<file path="src/rtl/control_sequencer_pkg.sv">
// Shared definitions for the control sequencer: IR field positions, opcodes, FSM states.
// Latency: n/a (definitions only).
// Backpressure: n/a.
package control_sequencer_pkg;

    // Instruction register field positions
    localparam int OPC_MSB = 31;
    localparam int OPC_LSB = 27;
    localparam int RA_MSB  = 26;
    localparam int RA_LSB  = 23;
    localparam int RB_MSB  = 22;
    localparam int RB_LSB  = 19;
    localparam int RC_MSB  = 18;
    localparam int RC_LSB  = 15;
    localparam int C_MSB   = 18;
    localparam int C_LSB   = 0;

    typedef logic [4:0] opcode_t;

    localparam opcode_t OP_LD   = 5'd0;
    localparam opcode_t OP_LDI  = 5'd1;
    localparam opcode_t OP_ST   = 5'd2;
    localparam opcode_t OP_ADD  = 5'd3;
    localparam opcode_t OP_SUB  = 5'd4;
    localparam opcode_t OP_AND  = 5'd5;
    localparam opcode_t OP_OR   = 5'd6;
    localparam opcode_t OP_SHR  = 5'd7;
    localparam opcode_t OP_SHRA = 5'd8;
    localparam opcode_t OP_SHL  = 5'd9;
    localparam opcode_t OP_ROR  = 5'd10;
    localparam opcode_t OP_ROL  = 5'd11;
    localparam opcode_t OP_ADDI = 5'd12;
    localparam opcode_t OP_ANDI = 5'd13;
    localparam opcode_t OP_ORI  = 5'd14;
    localparam opcode_t OP_DIV  = 5'd15;
    localparam opcode_t OP_MUL  = 5'd16;
    localparam opcode_t OP_NEG  = 5'd17;
    localparam opcode_t OP_NOT  = 5'd18;
    localparam opcode_t OP_MFHI = 5'd24;
    localparam opcode_t OP_MFLO = 5'd25;
    localparam opcode_t OP_NOP  = 5'd26;
    localparam opcode_t OP_HALT = 5'd27;

    typedef enum logic [3:0] {
        S_T0, S_T1, S_T2, S_T3, S_T4, S_T5, S_T6, S_T7, S_HALT
    } state_t;

endpackage

</file>
<file path="src/rtl/reg_field_decoder.sv">
// Converts a 4-bit register field into a 16-bit one-hot register vector.
// Latency: combinational, zero cycles.
// Backpressure: none.
// Ports: field (4-bit register number) -> one_hot (bit [field] set).
module reg_field_decoder (
    input  logic [3:0]  field,
    output logic [15:0] one_hot
);

    assign one_hot = 16'd1 << field;

endmodule

</file>
<file path="src/rtl/control_sequencer.sv">
// Moore control FSM (T0..T7, HALT) driving datapath enables/selects for fetch and execute.
// Latency: fetch 3 cycles, execute 1..5 cycles; outputs decode from state, IR and wait counter.
// Backpressure: memory steps hold while mem_ready=0; timeout after WAIT_LIMIT held cycles halts with mem_error.
//
// Ports: clk, clr (async active-low), IR_Data (current instruction), mem_ready;
//        r_enable/r_select (one-hot register in/out), datapath load enables, bus-source selects,
//        read/write memory requests, alu_instruction, run, illegal_op, mem_error.
// Build option: define MUL_DIV_EN to execute mul/div; otherwise they are illegal opcodes.
module control_sequencer
    import control_sequencer_pkg::*;
#(
    parameter int WAIT_LIMIT = 255
) (
    input  logic        clk,
    input  logic        clr,
    input  logic [31:0] IR_Data,
    input  logic        mem_ready,
    output logic [15:0] r_enable,
    output logic [15:0] r_select,
    output logic        PC_increment_enable,
    output logic        IR_enable,
    output logic        Y_enable,
    output logic        Z_enable,
    output logic        MAR_enable,
    output logic        MDR_enable,
    output logic        HI_enable,
    output logic        LO_enable,
    output logic        PC_select,
    output logic        HI_select,
    output logic        LO_select,
    output logic        Z_HI_select,
    output logic        Z_LO_select,
    output logic        MDR_select,
    output logic        c_select,
    output logic        read,
    output logic        write,
    output logic [4:0]  alu_instruction,
    output logic        run,
    output logic        illegal_op,
    output logic        mem_error
);

    localparam logic [7:0] LIMIT = 8'(WAIT_LIMIT);

    state_t      state, next;
    logic        active;       // low in reset and until the first edge after release
    logic [7:0]  wait_cnt;
    logic        mem_error_q;
    logic        is_wait;      // current step waits on mem_ready
    state_t      adv;          // where a wait step goes once memory completes
    logic        timeout;
    logic        ra_in, ra_out, rb_out, rc_out;
    logic [15:0] ra_hot, rb_hot, rc_hot;
    opcode_t     op;
    logic        unused_ir;

    assign op        = IR_Data[OPC_MSB:OPC_LSB];
    assign unused_ir = ^IR_Data[C_MSB-4:C_LSB];

    reg_field_decoder u_dec_ra (.field(IR_Data[RA_MSB:RA_LSB]), .one_hot(ra_hot));
    reg_field_decoder u_dec_rb (.field(IR_Data[RB_MSB:RB_LSB]), .one_hot(rb_hot));
    reg_field_decoder u_dec_rc (.field(IR_Data[RC_MSB:RC_LSB]), .one_hot(rc_hot));

    always_ff @(posedge clk or negedge clr) begin
        if (!clr) begin
            state       <= S_T0;
            active      <= 1'b0;
            wait_cnt    <= 8'd0;
            mem_error_q <= 1'b0;
        end else begin
            active <= 1'b1;
            state  <= next;
            if (next != state || !is_wait)
                wait_cnt <= 8'd0;
            else if (wait_cnt != 8'hFF)
                wait_cnt <= wait_cnt + 8'd1;
            if (timeout)
                mem_error_q <= 1'b1;
        end
    end

    always_comb begin
        next                = state;
        is_wait             = 1'b0;
        adv                 = S_T0;
        timeout             = 1'b0;
        ra_in               = 1'b0;
        ra_out              = 1'b0;
        rb_out              = 1'b0;
        rc_out              = 1'b0;
        PC_increment_enable = 1'b0;
        IR_enable           = 1'b0;
        Y_enable            = 1'b0;
        Z_enable            = 1'b0;
        MAR_enable          = 1'b0;
        MDR_enable          = 1'b0;
        HI_enable           = 1'b0;
        LO_enable           = 1'b0;
        PC_select           = 1'b0;
        HI_select           = 1'b0;
        LO_select           = 1'b0;
        Z_HI_select         = 1'b0;
        Z_LO_select         = 1'b0;
        MDR_select          = 1'b0;
        c_select            = 1'b0;
        read                = 1'b0;
        write               = 1'b0;
        alu_instruction     = 5'd0;
        illegal_op          = 1'b0;

        if (!active) begin
            next = S_T0;
        end else begin
            case (state)
                S_T0: begin
                    PC_select           = 1'b1;
                    MAR_enable          = 1'b1;
                    PC_increment_enable = 1'b1;
                    next                = S_T1;
                end
                S_T1: begin
                    read       = 1'b1;
                    MDR_enable = 1'b1;
                    is_wait    = 1'b1;
                    adv        = S_T2;
                end
                S_T2: begin
                    MDR_select = 1'b1;
                    IR_enable  = 1'b1;
                    next       = S_T3;
                end
                S_T3: begin
                    next = S_T4;
                    case (op)
                        OP_ADD, OP_SUB, OP_AND, OP_OR, OP_SHR, OP_SHRA, OP_SHL, OP_ROR, OP_ROL,
                        OP_ADDI, OP_ANDI, OP_ORI, OP_LDI, OP_LD, OP_ST: begin
                            rb_out   = 1'b1;
                            Y_enable = 1'b1;
                        end
                        OP_NEG, OP_NOT: begin
                            rb_out          = 1'b1;
                            alu_instruction = op;
                            Z_enable        = 1'b1;
                        end
                        OP_MFHI: begin
                            HI_select = 1'b1;
                            ra_in     = 1'b1;
                            next      = S_T0;
                        end
                        OP_MFLO: begin
                            LO_select = 1'b1;
                            ra_in     = 1'b1;
                            next      = S_T0;
                        end
                        OP_NOP:  next = S_T0;
                        OP_HALT: next = S_HALT;
`ifdef MUL_DIV_EN
                        OP_MUL, OP_DIV: begin
                            ra_out   = 1'b1;
                            Y_enable = 1'b1;
                        end
`endif
                        default: begin
                            illegal_op = 1'b1;
                            next       = S_T0;
                        end
                    endcase
                end
                S_T4: begin
                    next = S_T5;
                    case (op)
                        OP_ADD, OP_SUB, OP_AND, OP_OR, OP_SHR, OP_SHRA, OP_SHL, OP_ROR, OP_ROL: begin
                            rc_out          = 1'b1;
                            alu_instruction = op;
                            Z_enable        = 1'b1;
                        end
                        // ld/st address and ldi value are Rb + C
                        OP_ADDI, OP_LDI, OP_LD, OP_ST: begin
                            c_select        = 1'b1;
                            alu_instruction = OP_ADD;
                            Z_enable        = 1'b1;
                        end
                        OP_ANDI: begin
                            c_select        = 1'b1;
                            alu_instruction = OP_AND;
                            Z_enable        = 1'b1;
                        end
                        OP_ORI: begin
                            c_select        = 1'b1;
                            alu_instruction = OP_OR;
                            Z_enable        = 1'b1;
                        end
                        OP_NEG, OP_NOT: begin
                            Z_LO_select = 1'b1;
                            ra_in       = 1'b1;
                            next        = S_T0;
                        end
`ifdef MUL_DIV_EN
                        OP_MUL, OP_DIV: begin
                            rb_out          = 1'b1;
                            alu_instruction = op;
                            Z_enable        = 1'b1;
                        end
`endif
                        default: next = S_T0;
                    endcase
                end
                S_T5: begin
                    next = S_T0;
                    case (op)
                        OP_ADD, OP_SUB, OP_AND, OP_OR, OP_SHR, OP_SHRA, OP_SHL, OP_ROR, OP_ROL,
                        OP_ADDI, OP_ANDI, OP_ORI, OP_LDI: begin
                            Z_LO_select = 1'b1;
                            ra_in       = 1'b1;
                        end
                        OP_LD, OP_ST: begin
                            Z_LO_select = 1'b1;
                            MAR_enable  = 1'b1;
                            next        = S_T6;
                        end
`ifdef MUL_DIV_EN
                        OP_MUL, OP_DIV: begin
                            Z_LO_select = 1'b1;
                            LO_enable   = 1'b1;
                            next        = S_T6;
                        end
`endif
                        default: next = S_T0;
                    endcase
                end
                S_T6: begin
                    next = S_T0;
                    case (op)
                        OP_LD: begin
                            read       = 1'b1;
                            MDR_enable = 1'b1;
                            is_wait    = 1'b1;
                            adv        = S_T7;
                        end
                        // store data goes through MDR from the bus, not from memory
                        OP_ST: begin
                            ra_out     = 1'b1;
                            MDR_enable = 1'b1;
                            next       = S_T7;
                        end
`ifdef MUL_DIV_EN
                        OP_MUL, OP_DIV: begin
                            Z_HI_select = 1'b1;
                            HI_enable   = 1'b1;
                        end
`endif
                        default: next = S_T0;
                    endcase
                end
                S_T7: begin
                    next = S_T0;
                    case (op)
                        OP_LD: begin
                            MDR_select = 1'b1;
                            ra_in      = 1'b1;
                        end
                        OP_ST: begin
                            write   = 1'b1;
                            is_wait = 1'b1;
                            adv     = S_T0;
                        end
                        default: next = S_T0;
                    endcase
                end
                S_HALT:  next = S_HALT;
                default: next = S_T0;
            endcase

            // Memory steps: advance on completion, otherwise hold until the counter hits the limit.
            if (is_wait) begin
                if (mem_ready) begin
                    next = adv;
                end else if (wait_cnt >= LIMIT) begin
                    next    = S_HALT;
                    timeout = 1'b1;
                end else begin
                    next = state;
                end
            end
        end
    end

    assign r_enable  = ra_in  ? ra_hot : 16'd0;
    assign r_select  = ra_out ? ra_hot :
                       rb_out ? rb_hot :
                       rc_out ? rc_hot : 16'd0;
    assign run       = active && (state != S_HALT);
    assign mem_error = mem_error_q;

endmodule

</file>
<file path="config.mk">
export PLATFORM = sky130hd
export DESIGN_NAME = control_sequencer
export DESIGN_NICKNAME = d
export VERILOG_FILES = /design/src/rtl/control_sequencer_pkg.sv /design/src/rtl/reg_field_decoder.sv /design/src/rtl/control_sequencer.sv
export SDC_FILE = /design/constraint.sdc
export NUM_CORES = 1
export LEC_CHECK = 0
export CAP_MARGIN = 20
export CORE_MARGIN = 4
export CORE_UTILIZATION = 45
export CTS_BUF_LIST = sky130_fd_sc_hd__clkbuf_4 sky130_fd_sc_hd__clkbuf_8 sky130_fd_sc_hd__clkbuf_16
export CTS_CLUSTER_DIAMETER = 100
export CTS_CLUSTER_SIZE = 14
export DETAILED_ROUTE_END_ITERATION = 8
export PLACE_DENSITY = 0.94
export SLEW_MARGIN = 20
export SYNTH_ARGS = -nofsm -noshare
export SYNTH_HDL_FRONTEND = slang
export SYNTH_SLANG_ARGS = --single-unit
export TNS_END_PERCENT = 5
</file>
<file path="constraint.sdc">
create_clock -name clk -period 4.8 [get_ports clk]
set_input_delay 0.72 -clock clk [delete_from_list [all_inputs] [get_ports clk]]
set_output_delay 0.72 -clock clk [all_outputs]
set_load 0.005 [all_outputs]
</file>
Word level (Yosys, flattened, before mapping)
Index checks and enable logic that the tools add are counted.
- shift operators: 3
- equal/unequal tests: 31
- reductions and logical operators: 16
- multiply operators: 0
- add/sub/neg operators: 1
- magnitude comparators: 1
- multiplexer cells: 77
- divide/modulo/power cells: 0
- bitwise gates (word level): 0
- operator list (operator ; number):
    $mux W16 ; 4
    $mux W1 ; 48
    $shl A1 B4 Y16 const A ; 3
    $eq A5 B4 Y1 const B ; 7
    $pmux W4 S8 ; 1
    $eq A5 B5 Y1 const B ; 6
    $reduce_or A21 Y1 ; 1
    $eq A5 B3 Y1 const B ; 4
    $pmux W5 S4 ; 1
    $reduce_or A17 Y1 ; 1
    $eq A4 B3 Y1 const B ; 4
    $mux W4 ; 4
    $mux W8 ; 2
    $reduce_or A15 Y1 ; 1
    $reduce_or A13 Y1 ; 1
    $mux W3 ; 4
    $pmux W1 S2 ; 6
    $eq A5 B2 Y1 const B ; 2
    $mux W5 ; 2
    $pmux W5 S2 ; 1
    $reduce_or A9 Y1 ; 1
    $add A8 B1 Y8 const B ; 1
    $eq A4 B2 Y1 const B ; 2
    $ge A8 B8 Y1 const B ; 1
    19 further kinds ; 21
- bits of input ports: 35
- word-level logic and storage cells: 133
- flip-flop bits (word level): 14
- latch bits: 0
- memories: 0
- output and inout bits: 57
- bits in writable memories: 0
- ROM bits: 0

Logic depth before layout (Yosys ltp)
Gate-level depths: netlist (run 1).
- depth in word-level cells: 9
- depth in mapped cells: 7
- mapped depth without buffers: 6

Modules after synthesis
From an unflattened synthesis (run 1), not the netlist that was laid out.
- cell total of the unflattened synthesis: 336
- area total of the unflattened synthesis: 2781.4 um^2
- by module, submodules not included (module ; sequential area each (um^2) ; times used ; area each (um^2) ; cells an instance):
    control_sequencer ; 350.3 ; 1 ; 1951.9 ; 276
    reg_field_decoder ; 0.0 ; 3 ; 276.5 ; 20

Worst setup path after synthesis (run 1)
Ideal clock, no wire load.
- path type: in2out
- start: input IR_Data[27]
- end: output r_select[0]
- path slack: 1.745 ns
- required time: 4.080 ns
- stages on the path: 7
- arrival: 2.335 ns
- buffers on the path: 2
- cells stage by stage: buf_6 -> nor4_4 -> or4b_1 -> buf_2 -> or2_4 -> o2bb2a_4 -> o21ai_2
- longest elaborated chain between the ends: 8
- RTL lines (element ; line ; RTL):
    start: declaration ; control_sequencer.sv:16 ; input logic [31:0] IR_Data,
    $eq A5 B2 Y1, or another cell as far along ; control_sequencer.sv:134, control_sequencer.sv:171 ;
    $reduce_or A9 Y1 ; - ;
    $mux W1 ; control_sequencer.sv:171 ; case (op)
    $mux W1 ; control_sequencer.sv:114 ; case (state)
    $mux W1 ; control_sequencer.sv:111 ; if (!active) begin
    $mux W16 ; control_sequencer.sv:291 ; rc_out ? rc_hot : 16'd0;
    $mux W16 ; control_sequencer.sv:290 ; rb_out ? rb_hot :
    $mux W16 (*) ; control_sequencer.sv:289 ; assign r_select = ra_out ? ra_hot :
    end: declaration ; control_sequencer.sv:19 ; output logic [15:0] r_select,
Every way passes the cells marked *; elsewhere a longest branch is shown, timed or not.

Worst setup path in the final report (run 1)
- start: input IR_Data[28]
- end: output r_select[4]
Same word-level chain as after synthesis.

==> results of run 1 <==
==> placed cells by master, fill, tap and decap left out, types with 2 or more instances in the layout <==
cell type	count
sky130_fd_sc_hd__clkbuf_8	3
sky130_fd_sc_hd__o211ai_1	3
sky130_fd_sc_hd__and3_1	3
sky130_fd_sc_hd__a21o_1	2
sky130_fd_sc_hd__xor2_1	2
sky130_fd_sc_hd__inv_1	6
sky130_fd_sc_hd__nand3_1	12
sky130_fd_sc_hd__a31oi_1	4
sky130_fd_sc_hd__nor2b_1	9
sky130_fd_sc_hd__or2_2	4
sky130_fd_sc_hd__o22ai_1	3
sky130_fd_sc_hd__nand2b_1	11
sky130_fd_sc_hd__o21ai_0	15
sky130_fd_sc_hd__nand2_1	27
sky130_fd_sc_hd__a21oi_1	16
sky130_fd_sc_hd__nor3b_2	2
sky130_fd_sc_hd__and2_1	5
sky130_fd_sc_hd__mux2i_1	2
sky130_fd_sc_hd__a41oi_1	3
sky130_fd_sc_hd__clkdlybuf4s50_1	73
sky130_fd_sc_hd__or4_1	3
sky130_fd_sc_hd__o221ai_1	8
sky130_fd_sc_hd__nor3b_1	2
sky130_fd_sc_hd__a221oi_1	2
sky130_fd_sc_hd__a32oi_1	2
sky130_fd_sc_hd__nor4_1	19
sky130_fd_sc_hd__nand4_1	5
sky130_fd_sc_hd__dfrtp_1	14
sky130_fd_sc_hd__or3_1	9
sky130_fd_sc_hd__buf_4	6
sky130_fd_sc_hd__conb_1	4
sky130_fd_sc_hd__nand3b_1	6
sky130_fd_sc_hd__a22oi_1	7
sky130_fd_sc_hd__nor3_1	23
sky130_fd_sc_hd__nor2_1	30
==> state kept, by name, indices dropped and copies added, names as in the netlist <==
signal     cells
wait_cnt       8
active         1
state          4
mem_error      1
==> layer usage <==
layer	vias to the layer above	wire (um)	global-route usage, %
met5	-	0	0
met4	0	172	9.25
met3	15	559	2.84
met2	149	3400	38.7
met1	1275	2980	28.8
li1	1292	-	-
==> layout make-up <==
cell class / instances / area (um2)
Clock buffer: 3 / 41.3
Timing Repair Buffer: 80 / 781
Fill cell: 402 / 1550
Multi-Input combinational cell: 264 / 1600
Tap cell: 52 / 65.1
Sequential cell: 14 / 350
Inverter: 6 / 22.5
==> stage by stage <==
step | util (%) | std cells
final | 64.8 | 419
after detailed placement | 63.7 | 415
after global routing | 64.8 | 419
after CTS | 64.7 | 418
after global placement | 63.7 | 415
after floorplan | - | 308
==> power by group <==
part | internal, mW | total [mW] | switching (mW)
Clock | 0.0555 | 0.0944 | 0.0390
Sequential | 0.122 | 0.135 | 0.0127
Combinational | 0.0599 | 0.143 | 0.0833
Total | 0.237 | 0.372 | 0.135
==> cells in the mapped netlist, types with 3 or more instances <==
cell type,instances
sky130_fd_sc_hd__o221ai_1,8
sky130_fd_sc_hd__or4_1,3
sky130_fd_sc_hd__and2_1,5
sky130_fd_sc_hd__nand3b_1,6
sky130_fd_sc_hd__nand2_1,27
sky130_fd_sc_hd__dfrtp_1,14
sky130_fd_sc_hd__nor4_1,19
sky130_fd_sc_hd__clkbuf_1,15
sky130_fd_sc_hd__nor2b_1,9
sky130_fd_sc_hd__or3_1,9
sky130_fd_sc_hd__o21ai_0,15
sky130_fd_sc_hd__o211ai_1,3
sky130_fd_sc_hd__a21oi_1,16
sky130_fd_sc_hd__a31oi_1,4
sky130_fd_sc_hd__inv_1,6
sky130_fd_sc_hd__nand4_1,5
sky130_fd_sc_hd__nor3_1,23
sky130_fd_sc_hd__buf_4,4
sky130_fd_sc_hd__and3_1,3
sky130_fd_sc_hd__buf_2,3
sky130_fd_sc_hd__or2_2,4
sky130_fd_sc_hd__nand3_1,12
sky130_fd_sc_hd__a41oi_1,3
sky130_fd_sc_hd__o22ai_1,3
sky130_fd_sc_hd__a22oi_1,7
sky130_fd_sc_hd__nor2_1,30
sky130_fd_sc_hd__nand2b_1,11
==> final timing paths <==
| path | to | from | slack, ns | depth (start not counted) |
|---|---|---|---|---|
| max | r_select[4] | IR_Data[28] | 0.51 | 7 |
| min | mem_error | mem_error | 0.46 | 1 |
| max reg2reg | wait_cnt[3] | state[0] | 2.57 | 5 |
| min reg2reg | mem_error | mem_error | 0.46 | 1 |
| max in group asynchronous | state[0] | clr | 3.57 | 1 |
| min in group asynchronous | wait_cnt[1] | clr | 0.85 | 1 |
==> logic make-up after synthesis <==
| logic type | count (synthesis) | synth area share, % |
|---|---|---|
| compound gates | 77 | 26.1 |
| fa+ha+maj | 1 | 0.601 |
| buf+inv | 30 | 6.67 |
| mux | 2 | 0.962 |
| flops | 14 | 16.8 |
| simple gates | 177 | 47.2 |
| xor+xnor | 3 | 1.26 |
| other cells | 2 | 0.361 |
==> flow_summary_export.csv, run 1 <==
group,metric,value,unit
setup_path,critPathLaunchType,"input pin",
power_and_ir_drop,leakage,0.922,nW
timing,final.setup.tns,0,ns
finish,finish.net_count,405,
logic_synthesis,yosys.area.top_type_share,16.8,%
power_and_ir_drop,power.density_cell_area,130,nW/um2
min_path,hold_class,"reg -> reg",
setup_path,worst_setup_path_end_kind,"primary output",
logic_synthesis,dominantRegCellSynth,"sky130_fd_sc_hd__dfrtp_1",
timing,maxSlewHeadroom,57.2,%
logic_synthesis,synth-seq-area-share,16.8,%
global_routing,grt_usage,22.8,%
detailed_routing,drt-total-wl,7.12,mm
floorplanning,ios,92,
power_and_ir_drop,total_power,372,uW
timing,tightestPinTransition,0.639,ns
setup_path,worstPathCellList,"clkdlybuf4s50_1, a211oi_1, or4_1, nor3_1, a22oi_1, o21ai_0, clkdlybuf4s50_1",
detailed_routing,route.detailed.drc,0,
setup_path,timing.critical_path.slowest_stage_cell,"sky130_fd_sc_hd__clkdlybuf4s50_1",
global_routing,grt_first_pass_wirelength,11.4,mm
floorplanning,die_width,76.0,um
global_routing,grt_antenna_before_repair,0,
logic_synthesis,synth.distinct_cells,58,
logic_synthesis,synthArstFlopShare,100,%
timing,drv_slew,0,
setup_path,crit_buf_inv,2,
timing,finClkSkew,0.000590,ns
setup_path,crit_type,"in -> out",
global_routing,grt_pass1_vias,2441,
placed_design,dpl_cell_area,2810,um2
setup_path,critical-path-top-cell-by-count,"sky130_fd_sc_hd__clkdlybuf4s50_1",
timing,timing.hold.ws,0.464,ns
timing,rsz0062_at_grt,"false",
logic_synthesis,synth_seq_cells,14,
floorplanning,die_height,76.0,um
run_status,status,"finished, final reports clean",
clock_tree,tritoncts,"yes",
timing,setup_ws,0.510,ns
setup_path,crit_required,4.08,ns
placed_design,dpl_worst_slack,0.509,ns
floorplanning,core-area,4410,um2
clock_tree,clk_latency,0.25,ns
floorplanning,floorplan.initialDensity,47.2,%
timing,setup_violations,0,
clock_tree,clock_sink_count,14,
detailed_routing,detailed_routing_iterations_pass_1,5,
logic_synthesis,number_of_flops_mapped_to_enable_cells_by_yosys,0,
clock_tree,ctsResizeCount,0,
setup_path,cp_max_fo,14,
detailed_routing,detailroute.via_count,2731,
clock_tree,cts_buffer_depth,2,
floorplanning,die_area,5780,um2
detailed_routing,route.detailed.vias_per_inst,6.52,
global_routing,largest_net_degree_at_the_start_of_global_routing,26,
timing,report.final.hold_viol_count,0,
detailed_routing,drt_iter0_drc,248,
global_routing,global_route.overflow_total,0,
logic_synthesis,synth_area_leader_cell,"sky130_fd_sc_hd__dfrtp_1",
finish,drive_gt1_share,6.54,%
power_and_ir_drop,max-vdd-ir-drop,0.149,mV
finish,stdcell_area,2860,um2
clock_tree,cts_root_buffer,"sky130_fd_sc_hd__clkbuf_8",
logic_synthesis,mean_post_synth_cell_area,6.80,um2
logic_synthesis,synthesis.yosys.warnings,0,
logic_synthesis,synthTopCellsByArea,"sky130_fd_sc_hd__dfrtp_1 17%, sky130_fd_sc_hd__nor4_1 5.7%, sky130_fd_sc_hd__nor3_1 5.5%",
clock_tree,holdBufCountCts,0,
placed_design,dp_hpwl,5.53,mm
finish,layout_area_overhead,37.4,%
floorplanning,std_cell_rows,24,
setup_path,crit_arrival,3.57,ns
finish,diodes,0,
timing,finalCriticalPeriod,4.29,ns
timing,final_min_period_over_clock_period,89.4,%
clock_tree,total_clock_buffers_created_by_cts,3,
run,maxcap_viol_count,0,
placed_design,io_buffers,73,
setup_path,critical-path-max-stage-delay,0.80,ns
clock_tree,cts.reportedPaths.clkPinSlew,0.05,ns
logic_synthesis,synth_cells,306,
clock_tree,post-cts-setup-buffers,0,
clock_tree,cts_h_tree_depth,1,
detailed_routing,detail_route.wl_per_cell,17.0,um
placed_design,gp_congestion,0.968,
detailed_routing,detail_route_antenna_nets,0,
logic_synthesis,netlist_area,2080,um2
setup_path,path_delay_family,"buffers and inverters",
timing,max_freq,233,MHz
No activity file was read; power rests on OpenSTA's default activity.
==> run 2: changes to the inputs <==
--- a/config.mk
+++ b/config.mk
@@ -6,7 +6,7 @@
 export NUM_CORES = 1
 export LEC_CHECK = 0
 export CAP_MARGIN = 20
-export CORE_MARGIN = 4
+export CORE_MARGIN = 5
 export CORE_UTILIZATION = 45
 export CTS_BUF_LIST = sky130_fd_sc_hd__clkbuf_4 sky130_fd_sc_hd__clkbuf_8 sky130_fd_sc_hd__clkbuf_16
 export CTS_CLUSTER_DIAMETER = 100
==> constraint.sdc (replaced) <==
create_clock -name clk -period 4.95 [get_ports clk]
set_input_delay 0.7425 -clock clk [delete_from_list [all_inputs] [get_ports clk]]
set_output_delay 0.7425 -clock clk [all_outputs]
set_load 0.005 [all_outputs]
==> flow_summary_export.csv, run 2 (synthesis gave the netlist of run 1 again) <==
group,metric,value,unit
power_and_ir_drop,power.density_cell_area,132,nW/um2
timing,tightestPinTransition,0.702,ns
detailed_routing,detailroute.via_count,2737,
floorplanning,core-area,4410,um2
placed_design,gp_congestion,1.00,
clock_tree,holdBufCountCts,0,
power_and_ir_drop,internal_power,246,uW
timing,rsz0062_at_grt,"false",
clock_tree,cts_root_buffer,"sky130_fd_sc_hd__clkbuf_8",
clock_tree,post-cts-setup-buffers,0,
setup_path,critPathLaunchType,"input pin",
timing,report.final.hold_viol_count,0,
global_routing,global_route.overflow_total,0,
setup_path,critical_path_sink,"r_select[11]",
setup_path,crit_buf_inv,2,
floorplanning,std_cell_rows,24,
setup_path,crit-reg2reg-launch,"state[2]",
global_routing,grt_usage,22.2,%
timing,drv_slew,0,
finish,most_frequent_cells_in_the_layout,"73 x sky130_fd_sc_hd__clkdlybuf4s50_1, 30 x sky130_fd_sc_hd__nor2_1, 27 x sky130_fd_sc_hd__nand2_1",
detailed_routing,drt_iter0_drc,500,
setup_path,timing.critical_path.slowest_stage_cell,"sky130_fd_sc_hd__clkdlybuf4s50_1",
setup_path,path_delay_family,"buffers and inverters",
floorplanning,floorplan.initialDensity,47.2,%
power_and_ir_drop,p_sw,132,uW
power_and_ir_drop,power_frac_seq,34.9,%
finish,layout_area_overhead,37.4,%
setup_path,crit_arrival,3.76,ns
floorplanning,ios,92,
finish,number_of_flip_flops_in_the_largest_register,8,
clock_tree,cts.reportedPaths.clkPinSlew,0.05,ns
run,maxcap_viol_count,0,
detailed_routing,route.detailed.drc,0,
global_routing,largest_net_degree_at_the_start_of_global_routing,26,
detailed_routing,detailed_routing_iterations_pass_1,5,
global_routing,grt_first_pass_wirelength,11.6,mm
placed_design,dpl_worst_slack,0.506,ns
finish,largestRegisters,"wait_cnt (8), state (4)",
power_and_ir_drop,sw_frac_of_total,34.9,%
finish,mostFrequentLayoutCell,"sky130_fd_sc_hd__clkdlybuf4s50_1",
setup_path,critical_path_depth,7,
setup_path,setup.worst_path.start,"IR_Data[30]",
finish,drive_gt1_share,6.28,%
setup_path,setup.reg_to_reg.worst_slack,2.50,ns
setup_path,crit_required,4.21,ns
min_path,worst_hold_path.num_cells,1,
min_path,hold_class,"reg -> reg",
finish,diodes,0,
timing,finClkSkew,0.00266,ns
power_and_ir_drop,clk_network_pwr_share,28.8,%
detailed_routing,detail_route.wl_per_cell,17.2,um
power_and_ir_drop,max-vdd-ir-drop,0.232,mV
global_routing,grt_pass1_vias,2446,
clock_tree,tritoncts,"yes",
setup_path,worstPathCellList,"clkdlybuf4s50_1, or2_2, o21ai_0, o211ai_1, or3_1, o221ai_1, clkdlybuf4s50_1",
timing,maxSlewHeadroom,53.2,%
clock_tree,total_clock_buffers_created_by_cts,3,
floorplanning,die_width,78.0,um
power_and_ir_drop,leakage,0.921,nW
timing,setup_ws,0.447,ns
clock_tree,clock_sink_count,14,
setup_path,critical-path-max-stage-delay,0.71,ns
power_and_ir_drop,comb_power_share,36.3,%
setup_path,cp_max_fo,16,
setup_path,crit_type,"in -> out",
finish,finish.net_count,403,
run_status,status,"finished, final reports clean",
finish,register_name_with_the_most_flops,"wait_cnt",
clock_tree,cts_h_tree_depth,1,
detailed_routing,drt-total-wl,7.17,mm
detailed_routing,route.detailed.vias_per_inst,6.55,
setup_path,regToRegEndpoint,"wait_cnt[2]",
placed_design,io_buffers,73,
timing,final.setup.tns,0,ns
global_routing,grt_antenna_before_repair,0,
clock_tree,cts_buffer_depth,2,
timing,finalCriticalPeriod,4.50,ns
floorplanning,die_height,78.0,um
detailed_routing,detail_route_antenna_nets,0,
timing,final_min_period_over_clock_period,91.0,%
floorplanning,die_area,6090,um2
placed_design,dp_hpwl,5.40,mm
setup_path,worst_setup_path_end_kind,"primary output",
clock_tree,clk_latency,0.25,ns
setup_path,critical-path-top-cell-by-count,"sky130_fd_sc_hd__clkdlybuf4s50_1",
setup_path,worst_r2r_path_cells,5,
clock_tree,ctsResizeCount,0,
timing,max_freq,222,MHz
timing,setup_violations,0,
[run 2: cell types whose count changed in the layout (fill, tap and decap cells not counted), sizes merged]
cell,before,now
buf,7,4
clkbuf,3,5
[run 2: worst min path at each step]
stage	start	to	slack, ns
final	mem_error	mem_error	0.47
after global routing	mem_error	mem_error	0.51
after CTS	mem_error	mem_error	0.48
after detailed placement	mem_error	mem_error	0.46
after global placement	mem_error	mem_error	0.45
after floorplan	clr	active	0.45
[run 2: metal layers]
layer / part of all wire, % / GRT usage (%) / up-vias
met4: 1.5 / 6.42 / 0
met5: 0 / 0 / -
met3: 10 / 3.20 / 13
li1: - / - / 1283
met1: 40 / 29.3 / 1266
met2: 48 / 37.6 / 175
[run 2: cell type report]
type | instances | area (um2)
clock buffer | 4 | 55.1
fill | 393 | 1550
inverter | 6 | 22.5
multi-input combinational | 264 | 1600
sequential | 14 | 350
tap | 52 | 65.1
timing repair buffer | 78 | 768
[run 2: power by group through the flow]
| stage | registers, mW | clock network, mW | logic (mW) |
|---|---|---|---|
| detailed placement | 0.133 | 0 | 0.134 |
| global route | 0.133 | 0.118 | 0.149 |
| floorplan | 0.123 | 0 | 0.0904 |
| global placement | 0.133 | 0 | 0.130 |
| CTS | 0.131 | 0.112 | 0.135 |
| finish | 0.132 | 0.109 | 0.137 |
[run 2: metrics by stage]
step	util, %	instance area (um2)	instances	hold slack [ns]	power [mW]
5_1_grt	64.8	2860	418	0.514	0.401
3_5_place_dp	63.4	2800	413	0.460	0.268
6_report	64.8	2860	418	0.467	0.378
4_1_cts	64.7	2850	417	0.476	0.378
2_1_floorplan	-	2090	308	0.447	0.213
3_3_place_gp	63.4	2800	413	0.453	0.263
==> run 3: changes to the inputs <==
--- a/config.mk
+++ b/config.mk
@@ -10,9 +10,11 @@
 export CORE_UTILIZATION = 45
 export CTS_BUF_LIST = sky130_fd_sc_hd__clkbuf_4 sky130_fd_sc_hd__clkbuf_8 sky130_fd_sc_hd__clkbuf_16
 export CTS_CLUSTER_DIAMETER = 100
-export CTS_CLUSTER_SIZE = 14
+export CTS_CLUSTER_SIZE = 25
 export DETAILED_ROUTE_END_ITERATION = 8
 export PLACE_DENSITY = 0.94
+export REMOVE_ABC_BUFFERS = 1
+export SETUP_SLACK_MARGIN = 0.2
 export SLEW_MARGIN = 20
 export SYNTH_ARGS = -nofsm -noshare
 export SYNTH_HDL_FRONTEND = slang
==> flow_summary_export.csv, run 3 (synthesis gave the netlist of run 1 again) <==
group,metric,value,unit
clock_tree,clock_sink_count,14,
detailed_routing,detail_route_antenna_nets,0,
timing,finClkSkew,0.00540,ns
timing,rsz0062_at_grt,"false",
placed_design,dp_hpwl,5.72,mm
detailed_routing,detail_route.wl_per_cell,17.9,um
finish,number_of_flip_flops_in_the_largest_register,8,
clock_tree,total_clock_buffers_created_by_cts,3,
run_status,status,"finished, final reports clean",
placed_design,dpl_cell_area,2810,um2
clock_tree,cts.reportedPaths.clkPinSlew,0.05,ns
global_routing,largest_net_degree_at_the_start_of_global_routing,26,
clock_tree,cts_root_buffer,"sky130_fd_sc_hd__clkbuf_8",
clock_tree,post-cts-setup-buffers,0,
placed_design,gp_congestion,0.991,
floorplanning,std_cell_rows,24,
clock_tree,ctsResizeCount,0,
clock_tree,cts_buffer_depth,2,
detailed_routing,drt_iter0_drc,301,
clock_tree,holdBufCountCts,0,
finish,drive_gt1_share,6.28,%
setup_path,crit_arrival,3.60,ns
global_routing,grt_antenna_before_repair,0,
finish,most_frequent_cells_in_the_layout,"73 x sky130_fd_sc_hd__clkdlybuf4s50_1, 30 x sky130_fd_sc_hd__nor2_1, 27 x sky130_fd_sc_hd__nand2_1",
run,maxcap_viol_count,0,
power_and_ir_drop,sw_frac_of_total,36.5,%
finish,layout_area_overhead,37.1,%
setup_path,critPathLaunchType,"input pin",
floorplanning,floorplan.initialDensity,47.2,%
detailed_routing,drt-total-wl,7.50,mm
timing,tightestPinTransition,0.735,ns
power_and_ir_drop,comb_power_share,38.0,%
min_path,min_from,"mem_error",
finish,mostFrequentLayoutCell,"sky130_fd_sc_hd__clkdlybuf4s50_1",
setup_path,worst_r2r_path_cells,5,
floorplanning,die_height,78.0,um
finish,fillCellCount,399,
global_routing,grt_first_pass_wirelength,12.3,mm
timing,report.final.hold_viol_count,0,
floorplanning,die_width,78.0,um
power_and_ir_drop,leakage,0.919,nW
floorplanning,die_area,6090,um2
timing,maxSlewHeadroom,51.0,%
setup_path,worst_setup_path_end_kind,"primary output",
clock_tree,tritoncts,"yes",
floorplanning,core-area,4410,um2
timing,final_min_period_over_clock_period,87.7,%
global_routing,global_route.overflow_total,0,
clock_tree,clk_latency,0.24,ns
detailed_routing,detailed_routing_iterations_pass_1,5,
setup_path,setup.reg_to_reg.worst_slack,2.45,ns
power_and_ir_drop,p_sw,132,uW
power_and_ir_drop,power.density_cell_area,127,nW/um2
timing,max_freq,230,MHz
detailed_routing,route.detailed.vias_per_inst,6.65,
timing,final.setup.tns,0,ns
timing,finalCriticalPeriod,4.34,ns
min_path,hold_path_end,"mem_error",
power_and_ir_drop,clk_network_pwr_share,25.5,%
min_path,worst_hold_path.num_cells,1,
setup_path,crit_required,4.21,ns
detailed_routing,route.detailed.drc,0,
detailed_routing,detailroute.via_count,2779,
clock_tree,cts_h_tree_depth,1,
finish,register_name_with_the_most_flops,"wait_cnt",
power_and_ir_drop,internal_power,230,uW
power_and_ir_drop,max-vdd-ir-drop,0.141,mV
timing,drv_slew,0,
setup_path,regToRegEndpoint,"wait_cnt[4]",
finish,finish.net_count,404,
placed_design,io_buffers,73,
floorplanning,ios,92,
finish,diodes,0,
timing,setup_violations,0,
global_routing,grt_pass1_vias,2431,
finish,largestRegisters,"wait_cnt (8), state (4)",
power_and_ir_drop,power_frac_seq,36.5,%
setup_path,crit-reg2reg-launch,"state[2]",
finish,stdcell_area,2860,um2
setup_path,cp_max_fo,13,
setup_path,crit_type,"in -> out",
min_path,hold_class,"reg -> reg",
global_routing,grt_usage,23.7,%
[run 3: cell count changes in the layout (fill, tap and decap cells not counted), sizes merged]
cell / change
buf: +2
clkbuf: -2
[run 3: layout make-up]
class | count | area, um2 | share of cell area [%]
sequential | 14 | 350 | 12.3
clock buffer | 3 | 41.3 | 1.45
multi-input combinational | 264 | 1600 | 56.0
inverter | 6 | 22.5 | 0.789
timing repair buffer | 79 | 776 | 27.2
tap | 52 | 65.1 | 2.28
[run 3: power groups by stage]
| stage | combinational [mW] | clock (mW) | sequential [mW] |
|---|---|---|---|
| final | 0.138 | 0.0923 | 0.132 |
| after global routing | 0.151 | 0.0992 | 0.133 |
| after global placement | 0.132 | 0 | 0.133 |
| after floorplan | 0.0685 | 0 | 0.130 |
| after detailed placement | 0.135 | 0 | 0.134 |
| after CTS | 0.135 | 0.0945 | 0.131 |
[run 3: critical path, stage by stage]
cell                              delay, ns
sky130_fd_sc_hd__clkdlybuf4s50_1       0.66
sky130_fd_sc_hd__a21o_1                0.31
sky130_fd_sc_hd__or4_1                 0.63
sky130_fd_sc_hd__nor3_1                0.45
sky130_fd_sc_hd__a22oi_1               0.17
sky130_fd_sc_hd__o21ai_0               0.11
sky130_fd_sc_hd__clkdlybuf4s50_1       0.53
[run 3: how the worst max path moves through the flow]
stage | endpoint | cells past startpoint | slack [ns] | startpoint
final | r_select[4] | 7 | 0.61 | IR_Data[29]
after global routing | r_select[4] | 7 | 0.49 | IR_Data[29]
after CTS | r_select[4] | 7 | 0.67 | IR_Data[29]
after detailed placement | r_select[4] | 7 | 0.68 | IR_Data[29]
after global placement | r_select[4] | 7 | 0.69 | IR_Data[29]
after floorplan | r_select[0] | 5 | 1.96 | IR_Data[31]
[run 3: routing by layer]
metal  vias up  GRT usage, %  part of all wire (%)
met5         -             0                     0
met4         0          7.09                   2.6
met3        28          4.92                    11
met2       198          38.5                    48
met1      1271          31.8                    39
li1       1282             -                     -
[run 3: stage by stage]
step                total power, mW  utilization (%)  setup slack (ns)  hold slack, ns  std cells
finish                        0.362             64.7             0.607           0.476        418
global route                  0.383             64.7             0.485           0.501        418
CTS                           0.361             64.7             0.675           0.485        418
detailed placement            0.268             63.7             0.684           0.469        415
global placement              0.265             63.7             0.688           0.452        415
floorplan                     0.198                -              1.96           0.447        284
==> RTL edit: new RTL, settings of run 1 <==
Register the output `mem_error` once more, with the module's reset; this adds one clock of latency there. The other outputs are not delayed to match. Comments in the files are not updated.
--- a/src/rtl/control_sequencer.sv
+++ b/src/rtl/control_sequencer.sv
@@ -292,3 +292,9 @@
     assign run       = active && (state != S_HALT);
-    assign mem_error = mem_error_q;
+    always_ff @(posedge clk or negedge clr) begin
+        if (!clr) begin
+            mem_error <= '0;
+        end else begin
+            mem_error <= mem_error_q;
+        end
+    end
 
Function: same outputs for any inputs over 10 cycles, from zero or initial values; that may be too few to reach the edited logic, so the function may still have changed.
==> RTL edit against run 1 <==
- design area increased by 0.83%
- routed wire length decreased by 1.8%
- power increased by 22%
- area after synthesis increased by 2.0%
- count of clock-buffer cells in the layout unchanged
- global-route usage increased by 0.86 points
- fmax decreased by 0.93%
- critical endpoint is now r_enable[5]
- worst setup slack got worse by 40 ps
- sequential cell count increased by 1
==> RTL edit: results (changes against run 1) <==
| Metric | Value |
|---|---|
| Area delta synth->final | 35.83% (was 37.38%) |
| Fraction of registers with async set/reset | 1.000 (unchanged) |
| Post-Syn Instances | 299 (was 306) |
| DR vias/cell | 6.373 (was 6.518) |
| Seq/Total Area, Yosys | 0.1768 (was 0.1683) |
| Final WL | 6986 um (was 7115 um) |
| First-pass GRT wire length | 12010 um (was 11440 um) |
| Outcome | finished, final reports clean (unchanged) |
| Worst-margin pin slew | 766.2 ps (was 639.2 ps) |
| CTS clock-pin slew for the worst setup and hold paths | 60 ps |
| Total track usage | 0.2361 (was 0.2276) |
| Via count | 2613 (was 2731) |
| Post-CTS Resized | 0 (unchanged) |
| Syn. warnings | 0 (unchanged) |
| Layout cells sized above 1 | 0.06145 (was 0.06540) |
| VDD IR max | 225.7 uV (was 149.5 uV) |
| Vias in the first global route | 2449 (was 2441) |
| Htree depth | 1 (unchanged) |
| 1st-iter DRT viols | 355 (was 248) |
| Regs by FF count | wait_cnt: 8 flops, state: 4 flops (unchanged) |
| Input/output buffers | 73 (unchanged) |
| Pre-antenna DRT Iters | 5 (unchanged) |
| Crit Path Max Fanout | 16 (was 14) |
| Pleak | 1.034 nW (was 0.9222 nW) |
| Placed Cells | 406 (was 415) |
| Filler cells | 398 (was 402) |
| Post-synth top cells | nor2_1, nand2_1, nor3_1 (unchanged) |
| Post-CTS setup buffer count | 0 (unchanged) |
| Initial antenna violation count | 0 (unchanged) |
| Nets@finish | 395 (was 405) |
| Ant. Diodes | 0 (unchanged) |
| RePlAce Congestion | 0.9355 (was 0.9677) |
| CP arrival | 3610 ps (was 3570 ps) |
| Final Skew | 6.014 ps (was 0.5896 ps) |
| DP HPWL | 5363 um (was 5528 um) |
| Critical Path Max Stage Delay | 630 ps (was 800 ps) |
| Worst-Skew Late Latency | 250 ps (about the same) |
| Sw Ratio | 0.3938 (was 0.3623) |
| Pin count of the biggest net entering global routing | 25 (was 26) |
| Placed Area | 2835 um2 (was 2814 um2) |
| DP Worst Slack | 520.9 ps (was 509.2 ps) |
| Clock buffer depth | 2 (unchanged) |
| CTS Root Cell | clkbuf_8 (unchanged) |
| CTS buffer count | 3 (unchanged) |
| Crit-path slowest cell | clkdlybuf4s50_1 (unchanged) |
| CP top delay family | buffers and inverters (unchanged) |
| Netlist cell types | 65 (was 58) |
| Synth top area cells | dfrtp_1, nor2_1, nand2_1 (was dfrtp_1, nor4_1, nor3_1) |
RTL edit: power by group through the flow:
stage | sequential [mW] | combinational, mW | clock, mW
3_5_place_dp | 0.162 | 0.185 | 0
3_3_place_gp | 0.160 | 0.180 | 0
5_1_grt | 0.163 | 0.208 | 0.113
4_1_cts | 0.159 | 0.186 | 0.106
6_report | 0.162 | 0.190 | 0.104
2_1_floorplan | 0.140 | 0.132 | 0
RTL edit: per-layer routing:
metal | share of wire | vias to the layer above | GRT usage
met5 | 0 | - | 0
met4 | 0.012 | 0 | 0.04710
li1 | - | 1232 | -
met2 | 0.48 | 195 | 0.3963
met1 | 0.42 | 1172 | 0.3216
met3 | 0.095 | 14 | 0.03396
RTL edit: worst register-to-register path, cell delays in order, from the launching register on:
cell      delay [ps]
dfrtp_1          770
inv_1            340
nor3_1           430
o21ai_2          170
a211o_4          340
a311oi_2         240
RTL edit: kinds of logic after synthesis:
family / count (synthesis) / synth area share
other cells: 2 / 0.003537
simple gates: 164 / 0.4378
compound gates: 80 / 0.2823
fa+ha+maj: 1 / 0.005892
flops: 15 / 0.1768
buf+inv: 32 / 0.07307
xor+xnor: 5 / 0.02062
RTL edit: worst paths after layout:
path / start / endpoint / slack, ps / cells past startpoint
max in group asynchronous: clr / wait_cnt[4] / 3530 / 1
worst min-delay path: mem_error_q / mem_error / 400 / 0
worst max-delay path: IR_Data[31] / r_enable[5] / 470 / 8
worst min register to register: mem_error_q / mem_error / 400 / 0
min in group asynchronous: clr / wait_cnt[3] / 860 / 1
worst max register to register: state[0] / wait_cnt[6] / 2400 / 5
RTL edit: layout make-up:
| class | count | share of cell area |
|---|---|---|
| multi-input combinational | 254 | 0.5549 |
| tap | 52 | 0.02256 |
| clock inverter | 1 | 0.002603 |
| sequential | 15 | 0.1302 |
| inverter | 7 | 0.009111 |
| clock buffer | 3 | 0.01432 |
| timing repair buffer | 78 | 0.2664 |
